<file path="config.mk">
export PLATFORM = sky130hd
export DESIGN_NAME = fwd_hazard_ctrl
export DESIGN_NICKNAME = d
export VERILOG_FILES = /design/src/rtl/fwd_hazard_ctrl_pkg.sv /design/src/rtl/fwd_stage_reg.sv /design/src/rtl/fwd_hazard_ctrl.sv
export SDC_FILE = /design/constraint.sdc
export NUM_CORES = 1
export LEC_CHECK = 0
export ABC_AREA = 1
export CAP_MARGIN = 20
export CORE_MARGIN = 8
export CORE_UTILIZATION = 50
export DETAILED_ROUTE_END_ITERATION = 10
export MAX_ROUTING_LAYER = met4
export PLACE_DENSITY = 0.79
export SKIP_LAST_GASP = 1
export SYNTH_ARGS = -nofsm -noshare
export SYNTH_HDL_FRONTEND = slang
export SYNTH_SLANG_ARGS = --single-unit
</file>
<file path="constraint.sdc">
create_clock -name clk -period 3.05 [get_ports clk]
set_input_delay 0.61 -clock clk [delete_from_list [all_inputs] [get_ports clk]]
set_output_delay 0.61 -clock clk [all_outputs]
set_load 0.05 [all_outputs]
</file>
<file path="src/rtl/fwd_hazard_ctrl_pkg.sv">
// Shared select encodings for the forwarding and write-back muxes, used by
// the hazard controller and the datapath alike.
package fwd_hazard_ctrl_pkg;

    localparam int unsigned SEL_W = 2;

    // Operand forwarding selects
    localparam logic [SEL_W-1:0] FWD_NONE = 2'b00;
    localparam logic [SEL_W-1:0] FWD_EX   = 2'b01;
    localparam logic [SEL_W-1:0] FWD_MEM  = 2'b10;

    // Write-back source selects
    localparam logic [SEL_W-1:0] WB_ALU   = 2'b00;
    localparam logic [SEL_W-1:0] WB_DMEM  = 2'b01;
    localparam logic [SEL_W-1:0] WB_PC4   = 2'b10;

    // A producer whose result only exists after the data-memory access
    function automatic logic is_load(input logic [SEL_W-1:0] wb_sel);
        return wb_sel == WB_DMEM;
    endfunction

endpackage

</file>
<file path="src/rtl/fwd_stage_reg.sv">
// One pipeline-stage entry of the hazard tracker: load, bubble insert and
// synchronous reset; reset wins over a bubble, a bubble wins over a load.
module fwd_stage_reg
    import fwd_hazard_ctrl_pkg::*;
#(
    parameter int unsigned REG_ADDR_W = 5
) (
    input  logic                  clk,
    input  logic                  rst,
    input  logic                  load,
    input  logic                  bubble,
    input  logic                  d_valid,
    input  logic                  d_wr_en,
    input  logic [REG_ADDR_W-1:0] d_wr_reg,
    input  logic [SEL_W-1:0]      d_wb_sel,
    input  logic [REG_ADDR_W-1:0] d_rs,
    input  logic [REG_ADDR_W-1:0] d_rt,
    input  logic                  d_use_rs,
    input  logic                  d_use_rt,
    output logic                  q_valid,
    output logic                  q_wr_en,
    output logic [REG_ADDR_W-1:0] q_wr_reg,
    output logic [SEL_W-1:0]      q_wb_sel,
    output logic [REG_ADDR_W-1:0] q_rs,
    output logic [REG_ADDR_W-1:0] q_rt,
    output logic                  q_use_rs,
    output logic                  q_use_rt
);

    always_ff @(posedge clk) begin
        if (rst || (load && bubble)) begin
            q_valid  <= 1'b0;
            q_wr_en  <= 1'b0;
            q_wr_reg <= '0;
            q_wb_sel <= WB_ALU;
            q_rs     <= '0;
            q_rt     <= '0;
            q_use_rs <= 1'b0;
            q_use_rt <= 1'b0;
        end else if (load) begin
            q_valid  <= d_valid;
            q_wr_en  <= d_wr_en;
            q_wr_reg <= d_wr_reg;
            q_wb_sel <= d_wb_sel;
            q_rs     <= d_rs;
            q_rt     <= d_rt;
            q_use_rs <= d_use_rs;
            q_use_rt <= d_use_rt;
        end
    end

endmodule

</file>
<file path="src/rtl/fwd_hazard_ctrl.sv">
// Forwarding and load-use hazard control for a 5-stage pipeline.
// Define FWD_HAZARD_FORWARD_EN to enable operand forwarding; otherwise hazards stall.
module fwd_hazard_ctrl
    import fwd_hazard_ctrl_pkg::*;
#(
    parameter int unsigned REG_ADDR_W = 5,
    parameter int unsigned CNT_W      = 32
) (
    input  logic                  clk,
    input  logic                  rst,
    input  logic                  id_valid,
    input  logic [REG_ADDR_W-1:0] id_rs,
    input  logic [REG_ADDR_W-1:0] id_rt,
    input  logic                  id_use_rs,
    input  logic                  id_use_rt,
    input  logic                  id_wr_en,
    input  logic [REG_ADDR_W-1:0] id_wr_reg,
    input  logic [SEL_W-1:0]      id_wb_sel,
    input  logic                  flush,
    output logic [SEL_W-1:0]      fwd_a_sel,
    output logic [SEL_W-1:0]      fwd_b_sel,
    output logic                  stall,
    output logic [CNT_W-1:0]      stall_cnt
);

    logic                  ex_valid,  mem_valid,  wb_valid;
    logic                  ex_wr_en,  mem_wr_en,  wb_wr_en;
    logic [REG_ADDR_W-1:0] ex_wr_reg, mem_wr_reg, wb_wr_reg;
    logic [SEL_W-1:0]      ex_wb_sel, mem_wb_sel, wb_wb_sel;
    logic [REG_ADDR_W-1:0] ex_rs,     mem_rs,     wb_rs;
    logic [REG_ADDR_W-1:0] ex_rt,     mem_rt,     wb_rt;
    logic                  ex_use_rs, mem_use_rs, wb_use_rs;
    logic                  ex_use_rt, mem_use_rt, wb_use_rt;
    logic                  ex_bubble;
    logic                  hazard;
    logic                  unused_fields;

    // Register $0 is hard-wired, so writes to it never produce a usable value
    function automatic logic hit(
        input logic                  valid,
        input logic                  wr_en,
        input logic [REG_ADDR_W-1:0] wr_reg,
        input logic [REG_ADDR_W-1:0] src
    );
        return valid && wr_en && (wr_reg == src) && (src != '0);
    endfunction

    assign ex_bubble = stall || flush;

    fwd_stage_reg #(.REG_ADDR_W(REG_ADDR_W)) u_ex (
        .clk      (clk),
        .rst      (rst),
        .load     (1'b1),
        .bubble   (ex_bubble),
        .d_valid  (id_valid),
        .d_wr_en  (id_wr_en),
        .d_wr_reg (id_wr_reg),
        .d_wb_sel (id_wb_sel),
        .d_rs     (id_rs),
        .d_rt     (id_rt),
        .d_use_rs (id_use_rs),
        .d_use_rt (id_use_rt),
        .q_valid  (ex_valid),
        .q_wr_en  (ex_wr_en),
        .q_wr_reg (ex_wr_reg),
        .q_wb_sel (ex_wb_sel),
        .q_rs     (ex_rs),
        .q_rt     (ex_rt),
        .q_use_rs (ex_use_rs),
        .q_use_rt (ex_use_rt)
    );

    fwd_stage_reg #(.REG_ADDR_W(REG_ADDR_W)) u_mem (
        .clk      (clk),
        .rst      (rst),
        .load     (1'b1),
        .bubble   (1'b0),
        .d_valid  (ex_valid),
        .d_wr_en  (ex_wr_en),
        .d_wr_reg (ex_wr_reg),
        .d_wb_sel (ex_wb_sel),
        .d_rs     (ex_rs),
        .d_rt     (ex_rt),
        .d_use_rs (ex_use_rs),
        .d_use_rt (ex_use_rt),
        .q_valid  (mem_valid),
        .q_wr_en  (mem_wr_en),
        .q_wr_reg (mem_wr_reg),
        .q_wb_sel (mem_wb_sel),
        .q_rs     (mem_rs),
        .q_rt     (mem_rt),
        .q_use_rs (mem_use_rs),
        .q_use_rt (mem_use_rt)
    );

    fwd_stage_reg #(.REG_ADDR_W(REG_ADDR_W)) u_wb (
        .clk      (clk),
        .rst      (rst),
        .load     (1'b1),
        .bubble   (1'b0),
        .d_valid  (mem_valid),
        .d_wr_en  (mem_wr_en),
        .d_wr_reg (mem_wr_reg),
        .d_wb_sel (mem_wb_sel),
        .d_rs     (mem_rs),
        .d_rt     (mem_rt),
        .d_use_rs (mem_use_rs),
        .d_use_rt (mem_use_rt),
        .q_valid  (wb_valid),
        .q_wr_en  (wb_wr_en),
        .q_wr_reg (wb_wr_reg),
        .q_wb_sel (wb_wb_sel),
        .q_rs     (wb_rs),
        .q_rt     (wb_rt),
        .q_use_rs (wb_use_rs),
        .q_use_rt (wb_use_rt)
    );

`ifdef FWD_HAZARD_FORWARD_EN
    // Only a load in EX cannot be forwarded in time; everything else is bypassed
    always_comb begin
        hazard = 1'b0;
        if (is_load(ex_wb_sel)) begin
            hazard = (id_use_rs && hit(ex_valid, ex_wr_en, ex_wr_reg, id_rs))
                  || (id_use_rt && hit(ex_valid, ex_wr_en, ex_wr_reg, id_rt));
        end
    end

    // MEM holds the newer result, so it wins over WB
    always_comb begin
        fwd_a_sel = FWD_NONE;
        fwd_b_sel = FWD_NONE;
        if (ex_valid && ex_use_rs) begin
            if (hit(mem_valid, mem_wr_en, mem_wr_reg, ex_rs)) begin
                fwd_a_sel = FWD_EX;
            end else if (hit(wb_valid, wb_wr_en, wb_wr_reg, ex_rs)) begin
                fwd_a_sel = FWD_MEM;
            end
        end
        if (ex_valid && ex_use_rt) begin
            if (hit(mem_valid, mem_wr_en, mem_wr_reg, ex_rt)) begin
                fwd_b_sel = FWD_EX;
            end else if (hit(wb_valid, wb_wr_en, wb_wr_reg, ex_rt)) begin
                fwd_b_sel = FWD_MEM;
            end
        end
    end

    assign unused_fields = ^{wb_wb_sel, wb_rs, wb_rt, wb_use_rs, wb_use_rt};
`else
    // No bypass: wait until the producer reaches WB (write-first register file)
    always_comb begin
        hazard = (id_use_rs && (hit(ex_valid, ex_wr_en, ex_wr_reg, id_rs)
                             || hit(mem_valid, mem_wr_en, mem_wr_reg, id_rs)))
              || (id_use_rt && (hit(ex_valid, ex_wr_en, ex_wr_reg, id_rt)
                             || hit(mem_valid, mem_wr_en, mem_wr_reg, id_rt)));
    end

    assign fwd_a_sel = FWD_NONE;
    assign fwd_b_sel = FWD_NONE;

    assign unused_fields = ^{wb_valid, wb_wr_en, wb_wr_reg, wb_wb_sel,
                             wb_rs, wb_rt, wb_use_rs, wb_use_rt};
`endif

    // A redirect squashes the ID instruction, so its hazard is moot
    assign stall = id_valid && hazard && !flush;

    always_ff @(posedge clk) begin
        if (rst) begin
            stall_cnt <= '0;
        end else if (stall) begin
            stall_cnt <= stall_cnt + CNT_W'(1);
        end
    end

endmodule
</file>
# == Word level (Yosys, flattened, before mapping) ==
# Index checks and enable logic that the tools add are counted.
# classes
n_reduce_logical,22
add_sub_neg,1
n_eq_ne,4
# ops
operator,n
$add A32 B1 Y32 const B,1
$eq A5 B5 Y1,4
$logic_and A1 B1 Y1,14
$reduce_bool A5 Y1,2
$logic_or A1 B1 Y1,5
$logic_not A1 Y1,1
# word_totals
inputBits,24
out_inout_bits,37
elab_cells,34
reg_bits,46

# == Longest topological paths before layout ==
# Gate-level depths: netlist of run 1.
# depth
depth_word,10
depth_mapped,13
mapped_depth_nobuf,12

# == Cells and area by module ==
# Synthesis of run 1 repeated with hierarchy kept, for this count alone.
# unflattened
cells_unflattened,665
hier_area_um2,4097.7
# modules_own_cells
module,seq_area_each_um2,n_inst,area_per_inst_um2,cells_each
fwd_hazard_ctrl,640.6,1,2611.3,477
fwd_stage_reg,420.4,2,743.2,94

# == Worst setup path after synthesis of run 1 ==
# No wires, ideal clock.
# synth_timing
kind,input to output
start,input id_rt[0]
end,output stall
arrival_ns,1.677
t_required_ns,2.440
path_stages,10
n_path_buf,1
path_slack_ns,0.763
cell_sequence,inv_1 > nor2_1 > nor2_1 > nand3_1 > nand2_1 > nand2_1 > nand2_4 > buf_12 > nand3_4 > inv_1
# synth_between
elab_chain_len,8
word_cells_on_any_way,12
cone_classes,eq/ne (2); reduce/logical (10)
# synth_lines
item,line_no,rtl
"start, declared",fwd_hazard_ctrl.sv:13,"input logic [REG_ADDR_W-1:0] id_rt,"
$eq A5 B5 Y1,fwd_hazard_ctrl.sv:45,return valid && wr_en && (wr_reg == src) && (src != '0);
$logic_and A1 B1 Y1 (2 in series),fwd_hazard_ctrl.sv:45,
$logic_or A1 B1 Y1 (*),fwd_hazard_ctrl.sv:156,"|| hit(mem_valid, mem_wr_en, mem_wr_reg, id_rt)));"
$logic_and A1 B1 Y1 (*),fwd_hazard_ctrl.sv:155,"|| (id_use_rt && (hit(ex_valid, ex_wr_en, ex_wr_reg, id_rt)"
$logic_or A1 B1 Y1 (*),fwd_hazard_ctrl.sv:155,
$logic_and A1 B1 Y1 (*) (2 in series),fwd_hazard_ctrl.sv:167,assign stall = id_valid && hazard && !flush;
"end, declared",fwd_hazard_ctrl.sv:22,"output logic stall,"
# Mark *: on every way between the ends. The rest lies on a longest branch, timed or not.

# == Final worst setup path of run 1 ==
# layout_timing
start,input id_rs[2]
end,output stall
# layout_between
elab_chain_len,8
word_cells_on_any_way,12
cone_classes,eq/ne (2); reduce/logical (10)
# layout_lines
item,line_no,rtl
"start, declared",fwd_hazard_ctrl.sv:12,"input logic [REG_ADDR_W-1:0] id_rs,"
$eq A5 B5 Y1,fwd_hazard_ctrl.sv:45,
$logic_and A1 B1 Y1 (2 in series),fwd_hazard_ctrl.sv:45,
$logic_or A1 B1 Y1 (*),fwd_hazard_ctrl.sv:154,"|| hit(mem_valid, mem_wr_en, mem_wr_reg, id_rs)))"
$logic_and A1 B1 Y1 (*),fwd_hazard_ctrl.sv:153,"hazard = (id_use_rs && (hit(ex_valid, ex_wr_en, ex_wr_reg, id_rs)"
$logic_or A1 B1 Y1 (*),fwd_hazard_ctrl.sv:155,
$logic_and A1 B1 Y1 (*) (2 in series),fwd_hazard_ctrl.sv:167,
# Marked as above.

==> reports/metrics.csv, run 1 <==
metric,value,unit
status,"finished, final reports clean",
regArea,921,sq um
post-route-min-period,2740,ps
antenna_found_initial,0,
synth_cells,503,
cts-resized-gates,0,
syn_area,0.00303,sq mm
initial_core_util,51.5,%
tightest_slew,621,ps
cts-buffers-inserted,5,
io_pins,61,
synth_seq_area_share,30.4,%
area_delta_synth_final,20.2,%
rsz0062_at_grt,false,
ir_drop,0.188,mV
cp_common_cell,nand2_1,
drc_errors,0,
fillers,578,
worst_clock_skew,8.56,ps
hold_end,u_mem.q_valid$_SDFF_PP0_,
maxSlewViolCount,0,
first_global_vias,2843,
start_kind,input pin,
largest_reg_flops,32,
yosysWarnings,0,
placed_area,0.00355,sq mm
powerDensity,306,mW/mm^2
vias,3110,
multi_input_area,0.00163,sq mm
cts_tree,done,
synth.distinct_cells,31,
root_buffer,clkbuf_8,
path_buf_inv,4,
core,0.00589,sq mm
drive_above_1_share,7.64,%
cp_slowest_cell,clkdlybuf4s50_1,
fin_setup_tns,0,ps
worstPathArrival,2130,ps
ys_ff_latch,46,
drt_pre_antenna_iters,4,
fp.dieH,93.8,microns
place_congestion,0.880,
netlist.area_leader.share,30.4,%
min_delay_path_depth,2,
postRouteAntennaNets,0,
slowest_delay,520,ps
grt_usage,17.3,%
grt_overflow_total,0,
cp-startpoint,id_rs[2],
grt_pass1_wl,12400,microns
viasPerCell,4.98,
max-slew-margin-rel,58.3,%
path_cells,"clkdlybuf4s50_1, inv_1, nand2_1, nand2_1, nor2_1, nand3_1, nand2_1, nand2_1, nand2_4, nand3_4, inv_1, buf_12",
post-route-period-util,89.8,%
crit_family,buffers and inverters,
postSynthAreaPerCell,6.02,sq um
port_buffers,54,
min_from,u_ex.q_valid$_SDFF_PP0_,
clock_sinks,46,
wire_per_inst,11.7,microns
nets,574,
setup_viol,0,
ff2ff_setup_slack,1120,ps
hold_buffers,0,
die_area,0.00881,sq mm
final_area,0.00364,sq mm
htreeDepth,2,
crit_path_end_kind,output pin,
clkTransAtPathRegs,90,ps
max_freq,365,MHz
regToRegEndpoint,stall_cnt[30]$_SDFFE_PP0P_,
drtIter0Drc,180,
clk_path_buf_depth,2,
cap_violations,0,
insertion_delay,300,ps
synth_area_leaders,"dfxtp_1 (30%), nand2_1 (18%), nor2_1 (11%), inv_1 (10%), nand4_1 (6.8%)",
die_w,93.8,microns
hpwl,5470,microns
reg2reg_from,u_ex.q_wr_reg[2]$_SDFF_PP0_,
hold_path_class,reg2reg,
wl,7340,microns
diodes,0,
worstPathRequired,2440,ps
cts_setup_buffers,0,
worstSetupPathType,in2out,
r2r_cells,13,
grt_max_degree,61,
finalHoldViolCount,0,
path_max_fanout,6,
synth_largest_area_cell,dfxtp_1,
fp-row-count,28,
p_leak,0.00168,uW
==> where the power goes <==
| part | internal, uW | switching [uW] | leakage (uW) | total [uW] |
|---|---|---|---|---|
| clock | 183 | 206 | 0.0000482 | 390 |
| combinational | 41.5 | 70.6 | 0.00126 | 112 |
| sequential | 606 | 4.48 | 0.000372 | 611 |
==> area by class of cell <==
type,instances,share of cell area (%)
flip-flops and latches,46,25.3
clock inverters,1,0.137
well taps,75,2.58
multi-input cells,348,44.6
clock buffers,7,2.37
repair buffers,57,15.6
inverters,91,9.38
==> tightest hold or removal path: cells and delay by family (launching register included) <==
| kind | cells | cell delay (ps) |
|---|---|---|
| AND/OR/NAND/NOR | 1 | 30 |
| flip-flops | 1 | 320 |
| buffers and inverters | 1 | 40 |
==> per-stage QoR <==
stage / setup WS, ps / total power, uW / std cells / hold slack [ps] / utilization, %
global placement: 345 / 734 / 617 / 404 / 60.3
detailed placement: 299 / 736 / 617 / 413 / 60.3
floorplan: 763 / 696 / 506 / 403 / -
global route: 157 / 1160 / 625 / 452 / 61.9
CTS: 291 / 1120 / 625 / 431 / 61.9
finish: 312 / 1110 / 625 / 431 / 61.9
==> worst max-delay path by stage <==
stage	end	cells past startpoint
after floorplan	stall	10
after global placement	stall	12
after detailed placement	stall	12
after CTS	stall	12
after global routing	stall	12
final	stall	12
==> per-layer routing <==
metal  share of wire (%)  GRT usage [%]  vias up
li1                    -              -     1616
met5                   0              -        -
met2                  48           29.1       71
met3                 6.3           3.84       10
met1                  44           20.1     1413
met4                 1.2           4.76        0
==> synth_stat cells (all sizes together) <==
master / number
nor3: 6
nor2: 99
dfxtp: 46
o21ai: 3
clkbuf: 5
clkinv: 1
xor2: 1
nand2: 155
ha: 1
buf: 16
nand3: 42
conb: 1
xnor2: 1
nand3b: 2
inv: 90
nand4: 34
==> placed cells by master (no fill, tap or decap), types with 3 or more instances in the layout <==
master           count
dfxtp_1             46
buf_4                3
nand3_1             40
nor2_1              87
nand2_1            149
nor2_4               4
conb_1               4
nor2_2               7
nand4_1             33
nand2_4              3
inv_2                7
clkbuf_8             6
o21ai_0              3
nand2_2              3
clkdlybuf4s50_1     52
nor3_1               5
inv_1               83
==> kinds of logic (layout without fill, tap and decap cells) <==
kind of cell,Yosys count,count (layout),synth area share (%)
adder cells (fa/ha/maj),1,1,0.413
flip-flops,46,46,30.4
AND/OR/NAND/NOR,338,338,51.7
AO/OA/AOI/OAI,3,3,0.496
buffers and inverters,112,156,16.3
XOR/XNOR,2,2,0.578
other,1,4,0.124
Note: power is estimated with default switching activity, not from simulation.
==> run 2: changes to the inputs <==
--- a/config.mk
+++ b/config.mk
@@ -13,6 +13,7 @@
 export MAX_ROUTING_LAYER = met4
 export PLACE_DENSITY = 0.79
 export SKIP_LAST_GASP = 1
+export SLEW_MARGIN = 5
 export SYNTH_ARGS = -nofsm -noshare
 export SYNTH_HDL_FRONTEND = slang
 export SYNTH_SLANG_ARGS = --single-unit
==> results of run 2 <==
The final DEF is identical to that of run 1; final timing and power are the same.
==> run 3: changes to the inputs <==
--- a/config.mk
+++ b/config.mk
@@ -7,12 +7,12 @@
 export LEC_CHECK = 0
 export ABC_AREA = 1
 export CAP_MARGIN = 20
+export CORE_ASPECT_RATIO = 0.9
 export CORE_MARGIN = 8
 export CORE_UTILIZATION = 50
 export DETAILED_ROUTE_END_ITERATION = 10
 export MAX_ROUTING_LAYER = met4
 export PLACE_DENSITY = 0.79
-export SKIP_LAST_GASP = 1
 export SLEW_MARGIN = 5
 export SYNTH_ARGS = -nofsm -noshare
 export SYNTH_HDL_FRONTEND = slang
==> reports/metrics.csv, run 3 (synthesis results as in run 1) <==
metric,value,unit,change
hold_path_class,reg2reg,,
maxSlewViolCount,0,,unchanged
tightest_slew,571,ps,-50.9 ps
first_global_vias,2974,,+4.6%
post-route-period-util,89.9,%,+0.16 points
cap_violations,0,,unchanged
path_max_fanout,6,,unchanged
pwr-share-comb,10.2,%,about the same
drc_errors,0,,unchanged
core,0.00598,sq mm,+1.6%
drive_above_1_share,7.29,%,-0.35 points
start_kind,input pin,,
nets,574,,unchanged
grt_pass1_wl,12900,microns,+4.6%
switching_share,25.2,%,-0.093 points
area_delta_synth_final,19.6,%,
worst_clock_skew,7.68,ps,-0.876 ps
max_freq,365,MHz,-0.18%
grt_usage,17.7,%,+0.44 points
p_leak,0.00167,uW,-0.59%
wl,7420,microns,+1.1%
htreeDepth,2,,unchanged
placed_area,0.00355,sq mm,-0.11%
seq_power_share,56.7,%,+1.8 points
place_congestion,0.854,,-2.9%
rsz0062_at_grt,false,,
post-route-min-period,2740,ps,+4.85 ps
fp-row-count,27,,-3.6%
grt_overflow_total,0,,unchanged
hpwl,5560,microns,+1.8%
antenna_found_initial,0,,unchanged
die_w,98.0,microns,+4.5%
layout_commonest_cell,nand2_1,,
fin_setup_tns,0,ps,unchanged
clock_sinks,46,,unchanged
cts-resized-gates,0,,unchanged
cts-buffers-inserted,5,,unchanged
ir_drop,0.186,mV,-0.79%
worstPathArrival,2130,ps,about the same
clk_path_buf_depth,2,,unchanged
r2r_cells,13,,unchanged
cts_setup_buffers,0,,unchanged
hold_buffers,0,,unchanged
placedCellCount,614,,-0.49%
drtIter0Drc,137,,-24%
initial_core_util,50.7,%,-0.81 points
switching_power,272,uW,-3.5%
clkTransAtPathRegs,80,ps,about the same
fp.dieH,89.8,microns,-4.3%
max-slew-margin-rel,62.0,%,+3.6 points
die_area,0.00881,sq mm,about the same
status,"finished, final reports clean",,
worstSetupPathType,in2out,,
io_pins,61,,unchanged
postRouteAntennaNets,0,,unchanged
cts_tree,done,,
power_frac_clock,33.1,%,-1.9 points
diodes,0,,unchanged
ff2ff_setup_slack,1060,ps,-60 ps
drt_pre_antenna_iters,5,,+1
worstPathRequired,2440,ps,about the same
viasPerCell,4.95,,-0.42%
powerDensity,297,mW/mm^2,-2.6%
root_buffer,clkbuf_8,,
layout_common_cells,"nand2_1 (149), nor2_1 (87), inv_1 (83)",,
finalHoldViolCount,0,,unchanged
crit_path_end_kind,output pin,,
wire_per_inst,12.0,microns,+1.7%
min_delay_path_depth,2,,unchanged
largest_reg_flops,32,,unchanged
power.total,1080,uW,-3.1%
grt_max_degree,61,,unchanged
insertion_delay,300,ps,about the same
port_buffers,54,,unchanged
vias,3077,,-1.1%
final_cells,621,,-0.64%
finalCoreUtilization,60.6,%,-1.3 points
setup_viol,0,,unchanged
cellInternalPower,806,uW,-3.0%
final_area,0.00362,sq mm,-0.52%
run 3: cell types whose count changed in the layout (fill, tap and decap cells not counted):
cell	previous run	this run
clkbuf_1	1	2
clkbuf_8	6	5
clkinv_2	1	0
run 3: routing by layer:
metal / share of wire [%] / global-route usage (%)
met2: 48 / 30.4
met5: 0 / -
met3: 5.3 / 4.24
met1: 45 / 20.0
met4: 1.3 / 5.19
run 3: metrics by stage:
step	hold slack [ps]	setup WS, ps
after detailed placement	421	338
after global routing	453	110
after global placement	409	348
after CTS	434	310
final	435	308
after floorplan	403	763
run 3: cell type report:
cell class | count | area [sq um]
well taps | 72 | 90.1
multi-input cells | 348 | 1630
repair buffers | 57 | 568
inverters | 91 | 342
fillers | 594 | 2360
clock buffers | 7 | 76.3
flip-flops and latches | 46 | 921
run 3: worst max-delay path: stages:
cell             delay, ps
clkdlybuf4s50_1        550
inv_2                   50
nand2_1                 60
nand2_1                 50
nor2_1                 130
nand3_1                 90
nand2_1                 70
nand2_1                 80
nand2_4                100
nand3_4                 90
inv_1                  110
buf_12                 140
run 3: final timing paths:
check | from | endpoint
worst min-delay path | u_ex.q_valid$_SDFF_PP0_ | u_mem.q_valid$_SDFF_PP0_
worst max register to register | u_ex.q_wr_reg[3]$_SDFF_PP0_ | stall_cnt[30]$_SDFFE_PP0P_
worst min register to register | u_ex.q_valid$_SDFF_PP0_ | u_mem.q_valid$_SDFF_PP0_
worst max-delay path | id_rt[4] | stall
run 3: power by group through the flow:
stage / registers, uW / logic (uW) / clock network [uW]
2_1_floorplan: 624 / 72.6 / 0
3_3_place_gp: 625 / 109 / 0
3_5_place_dp: 625 / 110 / 0
4_1_cts: 611 / 110 / 367
5_1_grt: 612 / 123 / 394
6_report: 611 / 110 / 357
